### src/rtl/mips_control_fsm.sv
// mips_control_fsm
//   Multicycle MIPS control unit (Moore FSM, with PCEn in BRANCH following Zero).
//   Optional build macro: ADDI_EN -- when defined, adds ADDIEXEC/ADDIWB and
//   decodes Op 001000 as addi; when undefined, that Op is treated as illegal.
//
// Ports
//   clk        : system clock, rising-edge active
//   rst        : asynchronous reset, active low
//   Op, Funct  : instruction fields [31:26] and [5:0], valid from DECODE onward
//   Zero       : ALU result equals zero
//   PCEn, IorD, MemWrite, IRWrite, RegDst, MemtoReg, RegWrite, ALUSrcA, PCSrc
//              : 1-bit datapath controls
//   ALUSrcB    : 0=B, 1=4, 2=SignImm, 3=SignImm<<2
//   ALUControl : 010 add, 110 sub, 000 and, 001 or, 111 slt
//   State      : current state encoding (debug)
//   InstrDone  : high in the final state of each instruction
//
// State | meaning
//   0  FETCH    | read instruction at PC, PC <= PC+4
//   1  DECODE   | read registers, precompute branch target
//   2  MEMADR   | compute lw/sw address
//   3  MEMREAD  | read data memory
//   4  MEMWB    | write loaded data to rt
//   5  MEMWRITE | write B to data memory
//   6  EXECUTE  | R-type ALU operation
//   7  ALUWB    | write ALU result to rd
//   8  BRANCH   | beq compare, conditional PC update
//   9  ADDIEXEC | addi ALU operation (ADDI_EN only)
//  10  ADDIWB   | write addi result to rt (ADDI_EN only)

module mips_control_fsm (
  input  logic       clk,
  input  logic       rst,
  input  logic [5:0] Op,
  input  logic [5:0] Funct,
  input  logic       Zero,
  output logic       PCEn,
  output logic       IorD,
  output logic       MemWrite,
  output logic       IRWrite,
  output logic       RegDst,
  output logic       MemtoReg,
  output logic       RegWrite,
  output logic       ALUSrcA,
  output logic       PCSrc,
  output logic [1:0] ALUSrcB,
  output logic [2:0] ALUControl,
  output logic [3:0] State,
  output logic       InstrDone
);

  typedef enum logic [3:0] {
    FETCH    = 4'd0,
    DECODE   = 4'd1,
    MEMADR   = 4'd2,
    MEMREAD  = 4'd3,
    MEMWB    = 4'd4,
    MEMWRITE = 4'd5,
    EXECUTE  = 4'd6,
    ALUWB    = 4'd7,
    BRANCH   = 4'd8
`ifdef ADDI_EN
    ,
    ADDIEXEC = 4'd9,
    ADDIWB   = 4'd10
`endif
  } state_t;

  state_t state_q;
  state_t state_d;

  logic       pc_en;
  logic       mem_write;
  logic       ir_write;
  logic       reg_write;
  logic       instr_done;

  always_ff @(posedge clk or negedge rst) begin
    if (!rst) state_q <= FETCH;
    else      state_q <= state_d;
  end

  always_comb begin
    state_d    = FETCH;
    pc_en      = 1'b0;
    IorD       = 1'b0;
    mem_write  = 1'b0;
    ir_write   = 1'b0;
    RegDst     = 1'b0;
    MemtoReg   = 1'b0;
    reg_write  = 1'b0;
    ALUSrcA    = 1'b0;
    PCSrc      = 1'b0;
    ALUSrcB    = 2'b00;
    ALUControl = 3'b010;
    instr_done = 1'b0;

    case (state_q)
      FETCH: begin
        IorD     = 1'b1;
        ir_write = 1'b1;
        ALUSrcB  = 2'b01;
        pc_en    = 1'b1;
        state_d  = DECODE;
      end
      DECODE: begin
        ALUSrcB = 2'b11;
        case (Op)
          6'b100011, 6'b101011: state_d = MEMADR;
          6'b000000:            state_d = EXECUTE;
          6'b000100:            state_d = BRANCH;
`ifdef ADDI_EN
          6'b001000:            state_d = ADDIEXEC;
`endif
          default: begin
            // Unsupported opcode: retire immediately and fetch the next one.
            state_d    = FETCH;
            instr_done = 1'b1;
          end
        endcase
      end
      MEMADR: begin
        ALUSrcA = 1'b1;
        ALUSrcB = 2'b10;
        state_d = (Op == 6'b100011) ? MEMREAD : MEMWRITE;
      end
      MEMREAD: begin
        state_d = MEMWB;
      end
      MEMWB: begin
        RegDst     = 1'b1;
        reg_write  = 1'b1;
        instr_done = 1'b1;
      end
      MEMWRITE: begin
        mem_write  = 1'b1;
        instr_done = 1'b1;
      end
      EXECUTE: begin
        ALUSrcA = 1'b1;
        case (Funct)
          6'b100010: ALUControl = 3'b110;
          6'b100100: ALUControl = 3'b000;
          6'b100101: ALUControl = 3'b001;
          6'b101010: ALUControl = 3'b111;
          default:   ALUControl = 3'b010;
        endcase
        state_d = ALUWB;
      end
      ALUWB: begin
        MemtoReg   = 1'b1;
        reg_write  = 1'b1;
        instr_done = 1'b1;
      end
      BRANCH: begin
        ALUSrcA    = 1'b1;
        ALUControl = 3'b110;
        PCSrc      = 1'b1;
        pc_en      = Zero;
        instr_done = 1'b1;
      end
`ifdef ADDI_EN
      ADDIEXEC: begin
        ALUSrcA = 1'b1;
        ALUSrcB = 2'b10;
        state_d = ADDIWB;
      end
      ADDIWB: begin
        RegDst     = 1'b1;
        MemtoReg   = 1'b1;
        reg_write  = 1'b1;
        instr_done = 1'b1;
      end
`endif
      default: begin
        // Unused encodings: all controls stay at defaults, recover to FETCH.
        state_d = FETCH;
      end
    endcase
  end

  // Write enables are gated by reset so they drop immediately when rst falls,
  // even though the Moore decode of FETCH would otherwise raise PCEn/IRWrite.
  assign PCEn      = pc_en      & rst;
  assign MemWrite  = mem_write  & rst;
  assign IRWrite   = ir_write   & rst;
  assign RegWrite  = reg_write  & rst;
  assign InstrDone = instr_done & rst;
  assign State     = state_q;

endmodule

### config.mk
export PLATFORM = sky130hd
export DESIGN_NAME = mips_control_fsm
export DESIGN_NICKNAME = d
export VERILOG_FILES = /design/src/rtl/mips_control_fsm.sv
export SDC_FILE = /design/constraint.sdc
export NUM_CORES = 1
export LEC_CHECK = 0
export ABC_AREA = 0
export BUFFER_PORTS_ARGS = -buffer_cell sky130_fd_sc_hd__buf_2
export CORE_UTILIZATION = 34
export CTS_CLUSTER_DIAMETER = 60
export CTS_CLUSTER_SIZE = 10
export DETAILED_ROUTE_END_ITERATION = 8
export GPL_TIMING_DRIVEN = 1
export PLACE_DENSITY = 0.71
export SLEW_MARGIN = 20
export SYNTH_ARGS = -nofsm -noshare
export SYNTH_HDL_FRONTEND = slang
export SYNTH_SLANG_ARGS = --single-unit
### constraint.sdc
create_clock -name clk -period 1.4 [get_ports clk]
set_clock_uncertainty 0.2 [all_clocks]
set_input_delay 0.14 -clock clk [delete_from_list [all_inputs] [get_ports clk]]
set_output_delay 0.14 -clock clk [all_outputs]
set_load 0.1 [all_outputs]
==> key figures, run 1 <==
Floorplanning
  • Die boundary height: 38.2 um
  • Starting Density: 0.385
  • IO Pins: 34
  • Die width: 38.2 um
  • Core Rows: 12

Yosys
  • Largest family of logic cells by synthesized area: simple AND/OR/NAND/NOR gates
  • Synth Area in Adders: 0
  • Commonest cells in the netlist: nor2_1 (8), and3_1 (5), a21oi_1 (4), buf_2 (4), dfrtp_1 (4)
  • Unique masters post-synth: 30
  • Avg Cell Area, Syn: 7.68 sq um
  • Mux share of post-synthesis cell area: 0
  • Simple-Gate Fraction of Synth Area: 0.525
  • Compound-Gate Fraction of Synth Area: 0.188
  • FFs w/ async S/R, synth: 1.00
  • Count leader, synth: nor2_1
  • Seq cells post-synth: 4
  • Post-Syn Instances: 58
  • Ys Warns: 0
  • Synth top area share: 0.225
  • Post-synth EDFFs: 0
  • Yosys top cell by area: dfrtp_1
  • Seq/Total Area, Yosys: 0.225
  • Primary FF master, synth: dfrtp_1
  • Xor/xnor cell area share of the yosys netlist: 0
  • Main area contributors after synthesis: dfrtp_1 (22%), and3_1 (7.0%), nor2_1 (6.7%), nor3b_1 (5.1%), a21oi_1 (4.5%)
  • Net Count, Synth: 73
  • Mapped cell area: 445 sq um

Placement
  • Port Buffer Count: 33
  • Detailed Place HPWL: 1700 um
  • Gpl congestion: 0.797

Status
  • Last stage: detailed placement (3_5_place_dp)
  • Log Error: [ERROR DPL-0033] detailed placement checks failed during check placement.
  • Status: stopped before the end
==> logic make-up after synthesis <==
kind of cell,Yosys count
simple gates,36
compound gates,12
buf+inv,6
flops,4
==> stage by stage <==
stage / std cells / instance area, sq um / hold WS, ps
global placement: 117 / 1120 / -206
floorplan: 58 / 598 / -356
==> run 2: changes to the inputs <==
CORE_AREA = 2 2 63 65   (was not set)
CORE_UTILIZATION = not set   (was 34)
CTS_CLUSTER_DIAMETER = not set   (was 60)
CTS_CLUSTER_SIZE = not set   (was 10)
DIE_AREA = 0 0 65 67   (was not set)
PLACE_DENSITY = not set   (was 0.71)
PLACE_DENSITY_LB_ADDON = 0.15   (was not set)
clock period = 1.82 ns   (was 1.4 ns; I/O delays follow)
==> run 2 against run 1 <==
  * The flow now finishes, with violations (negative setup slack)
  * Synthesized cell count unchanged
  * Area after synthesis unchanged
==> key figures, run 2 <==
Worst setup path
  • CP Max Fanout: 5
  • Reg2reg end: State[2]
  • Critical Path Sink: InstrDone
  • Worst EP required: 1440 ps
  • Worst r2r path cells: 5
  • WS Path Type: flop to output port
  • Startpoint Class: flop
  • Reg-to-Reg Start: State[0]
  • CP startpoint: State[2]
  • Flop2flop setup slack: 300 ps
  • CP Capture Type: output port
  • Arrival @ worst endpoint: 1710 ps

STA
  • Setup violators final: 13
  • Final cycle utilization of the critical path: 1.15
  • Final setup margin: -274 ps
  • Min Clock Period, post-route: 2090 ps
  • Final hold slack: 89.2 ps
  • Final hold vios: 0
  • Max-slew violations: 0
  • RSZ-0062 raised after global routing: true
  • Relative slew slack: 0.680
  • Slew of the pin with the lowest slew margin: 484 ps
  • Max frequency: 0.478 GHz

Yosys
  • Main area contributors after synthesis: dfrtp_1 (22%), and3_1 (7.0%), nor2_1 (6.7%), nor3b_1 (5.1%), a21oi_1 (4.5%)
  • Yosys top cell by area: dfrtp_1
  • Avg Cell Area, Syn: 7.68 sq um (unchanged)
  • Ys Warns: 0 (unchanged)
  • FFs w/ async S/R, synth: 1.00 (unchanged)
  • Post-Syn Instances: 58 (unchanged)
  • Seq/Total Area, Yosys: 0.225 (unchanged)
  • Count leader, synth: nor2_1
  • Primary FF master, synth: dfrtp_1
  • Post-synth EDFFs: 0 (unchanged)
  • Net Count, Synth: 73 (unchanged)
  • Synth top area share: 0.225 (unchanged)
  • Mapped cell area: 445 sq um (unchanged)
  • Unique masters post-synth: 30 (unchanged)
  • Commonest cells in the netlist: nor2_1 (8), and3_1 (5), a21oi_1 (4), buf_2 (4), dfrtp_1 (4)
  • Seq cells post-synth: 4 (unchanged)

Placement
  • Gpl congestion: 0.697 (-13%)
  • Port Buffer Count: 33 (unchanged)
  • Detailed Place HPWL: 1370 um (-19%)
  • Placed cells: 146

Floorplanning
  • Starting Density: 0.124 (-0.262)
  • IO Pins: 34 (unchanged)
  • Area of the die: 4360 sq um
  • Core Rows: 22 (+10)
  • Die width: 65 um (+70%)
  • Core ar.: 3610 sq um
  • Die boundary height: 67 um (+75%)

Clock network
  • CTS Root Buffer Type: clkbuf_8
  • Clk buf depth: 2
  • Clock sink total: 4
  • Clock insertion delay at the later pin of the skew report: 210 ps
  • Num CTS Buffers: 3
  • CTS tree: done
  • H-Tree Depth: 1
  • Clk pin slew, worst setup/hold paths: 30 ps

Final layout
  • Area growth syn-to-layout: 194%
  • Final net count: 130
  • Layout cells sized above 1: 0.761
  • Final cell count without fillers: 161
  • Fill cell total of the finished layout: 355
  • Antenna fix cells: 0
  • Final core utilization: 0.363
  • Most frequent cells in the layout: buf_2 (18), buf_12 (16), buf_4 (16)
  • Max reg flops: 4
  • Commonest non-fill, non-tap cell in the layout: buf_2

Status
  • Status: complete, but fails checks
  • Failing checks: negative setup slack

Global routing
  • Grt ovf: 0
  • Largest net degree at the start of global routing: 13
  • Total GRT Usage: 0.0887
  • Global-route wire length before repair: 3040 um
  • Initial antenna violation count: 0
  • Vias in the first global route: 682

Pwr
  • Power Density: 1140 nW/um^2
  • LEAKAGE: 0.573 nW
  • Worst vdd ir: 0.362 mV

Routing
  • Routed via count: 661
  • 1st-iter DRT viols: 2
  • DRT Pass-1 Iters: 3
  • Post-route ant nets: 0
  • WL/cell: 11.4 um
  • Post-route DRC: 0
  • Vias per cell: 4.11
  • WL final: 1840 um

Hold path
  • Hold Crit Depth: 3
  • HP Class: input port to flop

Run
  • Max-cap viol count: 0
[run 2: cell counts after synthesis]
Identical to the previous run, type by type.
[run 2: layout make-up]
| class | count | area, sq um | share of cell area |
|---|---|---|---|
| sequential | 4 | 115 | 0.0880 |
| clock buffer | 3 | 41.3 | 0.0315 |
| inverter | 2 | 7.51 | 0.00574 |
| tap | 48 | 60.1 | 0.0459 |
| timing repair buffer | 56 | 614 | 0.469 |
| multi-input combinational | 48 | 470 | 0.359 |
[run 2: how the worst min path moves through the flow]
stage,from,endpoint,slack [ps]
after floorplan,rst,State[0],-310
after global placement,rst,State[2],-150
after detailed placement,rst,State[2],-150
after CTS,Op[2],State[3],90
after global routing,Op[2],State[3],110
final,Op[2],State[3],90
[run 2: worst max-delay path, stage by stage, from the launching register on]
cell and delay [ps]:
dfrtp_4 480, and2b_2 230, buf_4 160, o211a_1 220, a41o_4 250, buf_12 160
[run 2: where the power goes]
| group | switching [W] | internal, W |
|---|---|---|
| clock | 0.0000408 | 0.000141 |
| sequential | 0.0000171 | 0.000112 |
| combinational | 0.000708 | 0.000478 |
| total | 0.000766 | 0.000731 |
[run 2: logic make-up (layout without fill, tap and decap cells)]
family / after synthesis / in the layout / share of synthesized area
flip-flops: 4 / 4 / 0.225
AND/OR/NAND/NOR: 36 / 36 / 0.525
buffers and inverters: 6 / 61 / 0.0618
AO/OA/AOI/OAI: 12 / 12 / 0.188
[run 2: what timing repair did]
item | in CTS | in global routing
resized for setup | 13 | 8
hold endpoints to repair | 4 | 0
buffers inserted | 4 | 6
hold buffers | 1 | 0
pin swaps | 5 | 5
setup endpoints to repair | 14 | 14
gates cloned | 0 | 1
[run 2: metal layers]
layer / routed length [um] / global-route usage / vias up
met5: 0 / 0 / -
li1: - / - / 329
met2: 933 / 0.159 / 26
met1: 782 / 0.110 / 304
met4: 12 / 0.0160 / 0
met3: 108 / 0.0186 / 2
[run 2: metrics by stage]
stage          setup WS (ps)  power [W]  setup TNS (ps)  cell area, sq um
6_report                -274    0.00150           -1710              1310
3_5_place_dp            -190    0.00115            -350              1070
2_1_floorplan          -1180   0.000838           -6700               598
3_3_place_gp            -158    0.00114            -292              1070
4_1_cts                 -280    0.00146           -1730              1200
5_1_grt                 -318    0.00156           -2500              1310
Power figures use the tool's default switching activity.
